**src/rtl/segasys1_pkg.sv**
```systemverilog
// Shared definitions for the System 1 sound-command path: command width,
// default NMI spacing and the NMI handshake state encoding.
package segasys1_pkg;

  localparam int CMD_W       = 8;
  localparam int NMI_GAP_DEF = 48;

  typedef enum logic [1:0] {
    IDLE = 2'd0,
    PEND = 2'd1,
    SERV = 2'd2
  } nmi_state_e;

endpackage

```
**src/rtl/segasys1_cmd_fifo.sv**
```systemverilog
// Small synchronous command FIFO. A pop on an empty queue is ignored, and a
// push on a full queue lands only if a pop frees a slot in the same cycle.
module segasys1_cmd_fifo
  import segasys1_pkg::*;
#(
  parameter int DEPTH_LOG2 = 2
) (
  input  logic                  clk,
  input  logic                  rst,
  input  logic                  push,
  input  logic                  pop,
  input  logic [CMD_W-1:0]      din,
  output logic [CMD_W-1:0]      head,
  output logic                  empty,
  output logic                  full,
  output logic [DEPTH_LOG2:0]   count
);

  localparam int DEPTH = 1 << DEPTH_LOG2;
  localparam logic [DEPTH_LOG2:0]   FULL_CNT = (DEPTH_LOG2+1)'(DEPTH);
  localparam logic [DEPTH_LOG2:0]   CNT_ONE  = (DEPTH_LOG2+1)'(1);
  localparam logic [DEPTH_LOG2-1:0] PTR_ONE  = DEPTH_LOG2'(1);

  logic [CMD_W-1:0]      mem [DEPTH];
  logic [DEPTH_LOG2-1:0] wr_ptr, rd_ptr;
  logic                  do_push, do_pop;

  assign empty   = (count == '0);
  assign full    = (count == FULL_CNT);
  assign do_pop  = pop & ~empty;
  assign do_push = push & (~full | do_pop);
  assign head    = mem[rd_ptr];

  // Pointer and occupancy bookkeeping; pointers wrap at the depth naturally.
  always_ff @(posedge clk) begin
    if (rst) begin
      wr_ptr <= '0;
      rd_ptr <= '0;
      count  <= '0;
    end else begin
      if (do_push) wr_ptr <= wr_ptr + PTR_ONE;
      if (do_pop)  rd_ptr <= rd_ptr + PTR_ONE;
      if (do_push & ~do_pop)      count <= count + CNT_ONE;
      else if (do_pop & ~do_push) count <= count - CNT_ONE;
    end
  end

  // Storage needs no reset: a slot is only read after it has been written.
  always_ff @(posedge clk) begin
    if (do_push) mem[wr_ptr] <= din;
  end

endmodule

```
**src/rtl/segasys1_sound_cmd_rx.sv**
```systemverilog
// Sound-side receiver for main-CPU sound commands. Captures each SNDRQ rising
// edge, raises SNMI to the sound CPU, presents the command on SDO and retires
// it when the sound CPU read completes.
// Build option: SEGASYS1_SNDCMD_FIFO_EN selects a 2^DEPTH_LOG2-entry queue;
// without it a single overwrite-on-push latch with a pending flag is used.
module segasys1_sound_cmd_rx
  import segasys1_pkg::*;
#(
  parameter int DEPTH_LOG2 = 2,
  parameter int NMI_GAP    = NMI_GAP_DEF
) (
  input  logic             CLK48M,
  input  logic             RESET,
  input  logic             SNDRQ,
  input  logic [CMD_W-1:0] SNDNO,
  input  logic             SCPU_CS,
  input  logic             SCPU_RD,
  output logic [CMD_W-1:0] SDO,
  output logic             SNMI,
  output logic             OVF
);

  localparam logic [7:0] GAP_LOAD = 8'(NMI_GAP - 1);

  logic                  sndrq_q, rd_act, rd_act_q;
  logic                  push, pop;
  logic                  non_empty, ovf_set;
  logic [CMD_W-1:0]      sdo_live, sdo_hold;
  logic [DEPTH_LOG2:0]   q_count;
  nmi_state_e            state;
  logic [7:0]            gap_cnt;

  assign rd_act = SCPU_CS & SCPU_RD;
  assign push   = SNDRQ & ~sndrq_q;
  assign pop    = rd_act_q & ~rd_act;

  // SNDRQ copy tracks the pin even in reset, so a request held across reset
  // release is not mistaken for a new rising edge.
  always_ff @(posedge CLK48M) begin
    sndrq_q <= SNDRQ;
  end

  // Read-strobe copy for falling-edge (read complete) detection.
  always_ff @(posedge CLK48M) begin
    if (RESET) rd_act_q <= 1'b0;
    else       rd_act_q <= rd_act;
  end

`ifdef SEGASYS1_SNDCMD_FIFO_EN
  logic [CMD_W-1:0] q_head, last_pop;
  logic             q_empty, q_full;

  segasys1_cmd_fifo #(
    .DEPTH_LOG2 (DEPTH_LOG2)
  ) u_fifo (
    .clk   (CLK48M),
    .rst   (RESET),
    .push  (push),
    .pop   (pop),
    .din   (SNDNO),
    .head  (q_head),
    .empty (q_empty),
    .full  (q_full),
    .count (q_count)
  );

  // A full queue only overflows when no read retires an entry this cycle.
  assign ovf_set  = push & q_full & ~pop;
  assign sdo_live = q_empty ? last_pop : q_head;

  // Remember the last retired byte so empty-queue reads return it.
  always_ff @(posedge CLK48M) begin
    if (RESET)              last_pop <= '0;
    else if (pop & ~q_empty) last_pop <= q_head;
  end
`else
  logic [CMD_W-1:0] latch_q;
  logic             pend;

  // Single latch: every push overwrites; the pending flag marks an unread byte.
  always_ff @(posedge CLK48M) begin
    if (RESET) begin
      latch_q <= '0;
      pend    <= 1'b0;
    end else begin
      if (push) begin
        latch_q <= SNDNO;
        pend    <= 1'b1;
      end else if (pop) begin
        pend    <= 1'b0;
      end
    end
  end

  assign q_count  = (DEPTH_LOG2+1)'(pend);
  assign ovf_set  = push & pend;
  // The latch keeps its byte after a pop, so it doubles as the last-read value.
  assign sdo_live = latch_q;
`endif

  assign non_empty = (q_count != '0);

  // Sticky overflow flag, cleared only by reset.
  always_ff @(posedge CLK48M) begin
    if (RESET)        OVF <= 1'b0;
    else if (ovf_set) OVF <= 1'b1;
  end

  // Freeze the presented byte for the duration of a sound CPU read.
  always_ff @(posedge CLK48M) begin
    if (RESET)        sdo_hold <= '0;
    else if (~rd_act) sdo_hold <= sdo_live;
  end

  assign SDO = rd_act ? sdo_hold : sdo_live;

  // NMI handshake: raise on pending work, drop on read completion, then hold
  // low for the gap before another request may be raised.
  always_ff @(posedge CLK48M) begin
    if (RESET) begin
      state   <= IDLE;
      gap_cnt <= '0;
      SNMI    <= 1'b0;
    end else begin
      case (state)
        IDLE: if (non_empty) begin
          state <= PEND;
          SNMI  <= 1'b1;
        end
        PEND: if (pop) begin
          state   <= SERV;
          SNMI    <= 1'b0;
          gap_cnt <= GAP_LOAD;
        end
        SERV: begin
          if (gap_cnt == 8'd0) state <= IDLE;
          else                 gap_cnt <= gap_cnt - 8'd1;
        end
        default: begin
          state <= IDLE;
          SNMI  <= 1'b0;
        end
      endcase
    end
  end

endmodule

```
**config.mk**
```make
export PLATFORM = sky130hd
export DESIGN_NAME = segasys1_sound_cmd_rx
export DESIGN_NICKNAME = d
export VERILOG_FILES = /design/src/rtl/segasys1_pkg.sv /design/src/rtl/segasys1_cmd_fifo.sv /design/src/rtl/segasys1_sound_cmd_rx.sv
export SDC_FILE = /design/constraint.sdc
export NUM_CORES = 1
export LEC_CHECK = 0
export CAP_MARGIN = 25
export CORE_MARGIN = 2
export CORE_UTILIZATION = 40
export CTS_CLUSTER_DIAMETER = 30
export DETAILED_ROUTE_END_ITERATION = 16
export GPL_TIMING_DRIVEN = 0
export PLACE_DENSITY = 0.66
export SKIP_CTS_REPAIR_TIMING = 1
export SYNTH_ARGS = -nofsm -noshare
export SYNTH_HDL_FRONTEND = slang
export SYNTH_SLANG_ARGS = --single-unit
```
**constraint.sdc**
```tcl
create_clock -name CLK48M -period 1.8 [get_ports CLK48M]
set_input_delay 0.54 -clock CLK48M [delete_from_list [all_inputs] [get_ports CLK48M]]
set_output_delay 0.54 -clock CLK48M [all_outputs]
set_load 0.02 [all_outputs]
```
**After elaboration in Yosys (flattened, before gate mapping)**

Index checks and enable logic that the tools add are counted.

- Bitwise gates (word level): 7
- Multiplexer cells: 12
- Reductions and logical operators: 7
- Equality and inequality tests: 6
- Add/sub/neg operators: 1

Operators by type and width:

| operator | count |
|---|---|
| 8-bit two-way mux | 3 |
| 8-bit one-hot mux with 2 select lines | 1 |
| 3-bit AND reduction | 3 |
| 8-bit logical NOT | 1 |
| 2-bit inequality test, second input constant | 4 |
| 8-bit by 1-bit subtractor with 8-bit output, second input constant | 1 |
| 2-bit two-way mux | 3 |
| 2-bit one-hot mux with 3 select lines | 1 |
| 1-bit AND | 4 |
| 2-bit nonzero test | 2 |
| 1-bit two-way mux | 3 |
| 1-bit inverter | 3 |
| 1-bit one-hot mux with 3 select lines | 1 |
| 2-bit by 1-bit equality test with 1-bit output, second input constant | 1 |
| 2-bit equality test, second input constant | 1 |
| 2-bit logical NOT | 1 |

- Output and inout port bits: 10
- Flip-flop bits (word level): 31
- Logic and storage cells: 42

**Longest topological paths before layout**

Gate-level depths: netlist (run 1).

- Depth after elaboration: 5
- Depth in mapped cells: 7

**Least setup slack after synthesis (run 1)**

OpenSTA, ideal clock, no wires.

- Kind: input-to-output
- Start point: input port SCPU_CS
- End point: output port SDO[0]
- Stages on the path: 3
- Buffers on the path: 1
- Arrival time: 1.244 ns
- Path slack: 0.016 ns
- Required time: 1.260 ns
- Path through: nand2_1 -> buf_2 -> mux2_2

- Word-level cells in the longest chain between the ends: 2

Ends and longest elaborated chain:

| element | RTL line | source |
|---|---|---|
| start, declared | segasys1_sound_cmd_rx.sv:16 | `input logic SCPU_CS,` |
| 1-bit AND | segasys1_sound_cmd_rx.sv:33 | `assign rd_act = SCPU_CS & SCPU_RD;` |
| 8-bit two-way mux | -- |  |
| end, declared | segasys1_sound_cmd_rx.sv:18 | `output logic [CMD_W-1:0] SDO,` |

Every way passes these cells.

**Worst setup path in the final report (run 1)**

- Start point: input port SCPU_RD
- End point: output port SDO[0]

- Word-level cells in the longest chain between the ends: 2

Ends and longest elaborated chain:

| element | RTL line | source |
|---|---|---|
| start, declared | segasys1_sound_cmd_rx.sv:17 | `input logic SCPU_RD,` |
| 1-bit AND | segasys1_sound_cmd_rx.sv:33 |  |
| 8-bit two-way mux | -- |  |

Every way passes these cells.

==> run summary, run 1 <==
Status - finished with violations
Failing checks - setup timing
Final HPWL DP - 1810 um
Mapped Avg Cell Area - 9.51 um2
CP Capture Type - output port
Type of the most critical hold path - reg2reg
FF-to-FF path depth - 6
Worst IR Drop VDD - 344 uV
Clk slew on worst S/H paths - 0.09 ns
Fin nets - 180
EDFF count, synth - 0
RR Startpoint - gap_cnt[0]
Global-route wire length before repair - 4360 um
DRC marker count from the first detailed-route iteration - 26
Initial antenna violation count - 0
Seq cells post-synth - 31
P_leak - 0.691 nW
Gr ovfl total - 0
CP Launch Type - input port
Setup WS post-layout - -0.0447 ns
WL/cell - 12.4 um
Clk sink count - 31
Via Count - 1036
Crit path kind - in2out
Min-delay src - latch_q[3]
Slew @ Worst Pin - 0.450 ns
Final wirelength - 2590 um
Post-DRT Antenna Nets - 0
# diodes - 0
Yosys warnings - 0
Final Max Tran Viols - 0
Synth Flop Type - dfxtp_1
Worst-Skew Late Latency - 0.33 ns
Die X - 60.2 um
Number of max-cap violations - 0
Clk_skew - 0.00602 ns
Worst reg2reg path endpoint - gap_cnt[4]
First-pass DRT Iterations - 6
Worst EP required - 1.26 ns
CTS H-tree lvls - 2
Clock tree from TritonCTS - done
Async S/R FF share, synth - 0
CP Data Arrival Time - 1.30 ns
Starting Density - 0.418
Sequential area share after synthesis - 0.491
Syn Nets - 148
Largest net degree at the start of global routing - 11
CTS max path bufs - 2
CTS root buffer - clkbuf_4
Vias in the first global route - 1035
Worst Hold Depth - 2
Num CTS Buffers - 5
Routability cong. - 0.802
Highest-count cells in the layout ignoring fill and taps - dfxtp_1, nand2_1, a21oi_1
GR Util All Layers - 0.165
P per Cell Area - 781 mW/mm2
Share of cells above drive strength 1 - 0.236
WHS Endpoint - latch_q[3]
DRC Markers - 0
Design Power - 1.31 mW
Port Buffer Count - 21
Cell Rows - 20
Post-Synthesis Cells - 133
Fin. Hold Viols - 0
Reg2Reg Setup Slack - 0.18 ns
Slew margin rel. - 0.700
DR vias/cell - 4.96
Post-synth cell types - 29
Setup-failing EPs final - 7
Commonest non-fill, non-tap cell in the layout - dfxtp_1
Min Clock Period, post-route - 1.84 ns
Area growth syn-to-layout - 32.1%
Die Height - 60.2 um
FMAX - 542 MHz
Core area - 0.00303 mm2
Crit-path max FO - 8
RSZ-0062 raised after global routing - yes
Io pins - 23
Die Area - 0.00363 mm2
Tcrit/Tclk final - 1.02
Post-Syn Area - 0.00126 mm2
Setup TNS - -0.287 ns
how the worst max path moves through the flow:
| stage | from | to | slack (ns) | depth (start not counted) |
|---|---|---|---|---|
| 2_1_floorplan | SCPU_CS | SDO[0] | 0.02 | 3 |
| 3_3_place_gp | SCPU_CS | SDO[4] | -0.99 | 5 |
| 3_5_place_dp | SCPU_RD | SDO[1] | -1.0 | 5 |
| 4_1_cts | SCPU_RD | SDO[1] | -1.00 | 5 |
| 5_1_grt | SCPU_RD | SDO[1] | -0.06 | 5 |
| 6_report | SCPU_RD | SDO[0] | -0.04 | 5 |
where the power goes:
group | leakage, nW | internal (mW) | switching [mW]
Sequential | 0.253 | 0.710 | 0.0153
Combinational | 0.405 | 0.0892 | 0.0769
Clock | 0.0341 | 0.181 | 0.234
cell type report:
type                    instances  area [um2]
plain buffers                   8        48.8
clock buffers                   6        51.3
fillers                       277        1360
multi-input cells              91         628
repair buffers                 25         251
inverters                       3        11.3
flip-flops and latches         31         621
clock inverters                 1        5.00
well taps                      44        55.1
cells in the mapped netlist (2+ instances only):
master	instances	area [um2]
nand2_1	18	67.6
xnor2_1	2	17.5
inv_1	3	11.3
ha_1	2	25.0
nor3_1	5	25.0
nand3b_1	2	15.0
and3_1	2	12.5
dfxtp_1	31	621
nand2b_1	2	12.5
nor2b_1	10	62.6
nor3b_2	3	37.5
nor2_1	9	33.8
mux2_2	8	90.1
a311oi_1	3	26.3
clkbuf_1	5	18.8
a211oi_1	5	37.5
a21oi_1	11	55.1
routing by layer:
metal	global-route usage	vias up	wire [um]
li1	-	519	-
met1	0.174	491	1170
met2	0.293	20	1260
met3	0.0649	6	124
met4	0.0571	0	40
met5	0	-	0
cells by family (layout without fill, tap and decap cells):
kind of cell,after synthesis,in the layout,synth area share
AOI/OAI and AO/OA,25,25,0.134
xor gates and xnor gates,2,2,0.0139
adders and majority gates,2,2,0.0198
buffers and inverters,11,43,0.0396
DFF,31,31,0.491
muxes,8,8,0.0712
and+or+nand+nor,54,54,0.231
critical path, cell delays in order:
cell,delay [ns]
buf_6,0.10
nand2_4,0.07
buf_8,0.14
mux2_4,0.32
buf_6,0.13
sequential cells by signal, indices dropped and copies added (netlist names):
signal     flops
OVF            1
state          2
sndrq_q        1
gap_cnt        8
non_empty      1
SNMI           1
rd_act_q       1
latch_q        8
sdo_hold       8
through the flow:
stage / setup slack (ns) / hold WS [ns] / area [um2] / instances / util
6_report: -0.0447 / 0.463 / 1670 / 209 / 0.552
5_1_grt: -0.0624 / 0.488 / 1670 / 209 / 0.552
4_1_cts: -1.00 / 0.460 / 1590 / 205 / 0.524
2_1_floorplan: 0.0158 / 0.433 / 1260 / 133 / -
3_5_place_dp: -0.995 / 0.447 / 1530 / 198 / 0.505
3_3_place_gp: -0.986 / 0.438 / 1530 / 198 / 0.505
Power figures use the tool's default switching activity.
==> run 2, diff against run 1 <==
--- a/config.mk
+++ b/config.mk
@@ -11,7 +11,6 @@
 export CTS_CLUSTER_DIAMETER = 30
 export DETAILED_ROUTE_END_ITERATION = 16
 export GPL_TIMING_DRIVEN = 0
-export PLACE_DENSITY = 0.66
 export SKIP_CTS_REPAIR_TIMING = 1
 export SYNTH_ARGS = -nofsm -noshare
 export SYNTH_HDL_FRONTEND = slang
==> run summary, run 2 (synthesis results as in run 1) <==
Status - finished with violations
Failing checks - setup timing
Post-DRT Antenna Nets - 0
Final Cell Area - 0.00172 mm2
DR vias/cell - 4.88
Type of the most critical hold path - reg2reg
CP Capture Type - output port
Largest net degree at the start of global routing - 11
Clk_skew - 0.00635 ns
Io pins - 23
Cell area after placement - 0.00153 mm2
Min-delay src - latch_q[4]
Crit-path max FO - 5
DRC marker count from the first detailed-route iteration - 27
CP Data Arrival Time - 1.30 ns
Pre-CTS setup slack - -1.01 ns
Global-route wire length before repair - 4220 um
Setup-failing EPs final - 7
Register area - 621 um2
Crit path launch - SCPU_RD
# fillers - 275
Hold Worst Slack - 0.460 ns
Num CTS Buffers - 5
Slew @ Worst Pin - 0.462 ns
CTS root buffer - clkbuf_4
Design Power - 1.31 mW
Number of max-cap violations - 0
Cell Rows - 20
RSZ-0062 raised after global routing - yes
# diodes - 0
Crit path kind - in2out
Commonest non-fill, non-tap cell in the layout - dfxtp_1
Starting Density - 0.418
Final Core Density - 0.567
Die X - 60.2 um
Initial antenna violation count - 0
Gr ovfl total - 0
Top flop regs - gap_cnt: 8 flops, latch_q: 8 flops, sdo_hold: 8 flops
Port Buffer Count - 21
Vias in the first global route - 973
Core area - 0.00303 mm2
P_leak - 0.708 nW
Clock tree from TritonCTS - done
Clk slew on worst S/H paths - 0.09 ns
Die Height - 60.2 um
Final HPWL DP - 1770 um
Share of cells above drive strength 1 - 0.246
First-pass DRT Iterations - 4
Routability cong. - 0.714
Die Area - 0.00363 mm2
Tcrit/Tclk final - 1.02
Final wirelength - 2650 um
Via Count - 1029
Final Max Tran Viols - 0
Fin. Hold Viols - 0
Clk sink count - 31
Worst-Skew Late Latency - 0.33 ns
FMAX - 545 MHz
Min Clock Period, post-route - 1.84 ns
CTS H-tree lvls - 2
Area growth syn-to-layout - 35.7%
WL/cell - 12.5 um
Worst IR Drop VDD - 375 uV
CP Launch Type - input port
Fin nets - 182
Worst EP required - 1.26 ns
DRC Markers - 0
Multi-input logic area - 637 um2
Slew margin rel. - 0.692
Setup WS post-layout - -0.0362 ns
P per Cell Area - 764 mW/mm2
CTS max path bufs - 2
RR Startpoint - gap_cnt[0]
GR Util All Layers - 0.161
Highest-count cells in the layout ignoring fill and taps - dfxtp_1, nand2_1, a21oi_1
run 2: cell type report:
class                           instances  share of cell area
Tap cell                               44              0.0321
Clock buffer                            6              0.0299
Inverter                                3             0.00656
Buffer                                  8              0.0284
Sequential cell                        31               0.362
Timing Repair Buffer                   27               0.168
Clock inverter                          1             0.00292
Multi-Input combinational cell         91               0.371
run 2: worst max-delay path, stage by stage:
cell     delay [ns]
buf_8          0.10
nand2_8        0.08
buf_8          0.13
mux2_4         0.31
buf_6          0.13
run 2: metrics by stage:
| stage | std cells | TNS, ns |
|---|---|---|
| global placement | 198 | -9.50 |
| detailed placement | 198 | -10.25 |
| CTS | 205 | -7.85 |
| finish | 211 | -0.219 |
| global route | 211 | -0.344 |
| floorplan | 133 | 0 |
run 2: path summary, 6_finish.rpt:
path / to / slack, ns / cells after the start
worst max-delay path: SDO[1] / -0.04 / 5
worst max register to register: gap_cnt[4] / 0.20 / 6
worst min register to register: latch_q[4] / 0.46 / 2
worst min-delay path: latch_q[4] / 0.46 / 2
run 2: metal layers:
metal  vias up  wire [um]  GRT usage
met1       482       1180      0.176
li1        526          -          -
met5         -          0          0
met3         6        102     0.0649
met4         0         42     0.0667
met2        15       1320      0.275
run 2: power breakdown:
part / switching, mW / internal (mW) / leakage, nW
Clock: 0.228 / 0.181 / 0.0341
Combinational: 0.0801 / 0.0972 / 0.421
Sequential: 0.0153 / 0.710 / 0.253
Total: 0.323 / 0.988 / 0.708
==> run 3, diff against run 2 <==
--- a/config.mk
+++ b/config.mk
@@ -5,7 +5,7 @@
 export SDC_FILE = /design/constraint.sdc
 export NUM_CORES = 1
 export LEC_CHECK = 0
-export CAP_MARGIN = 25
+export CAP_MARGIN = 20
 export CORE_MARGIN = 2
 export CORE_UTILIZATION = 40
 export CTS_CLUSTER_DIAMETER = 30
==> results of run 3 <==
The final DEF is identical to that of run 2; final timing and power are the same.
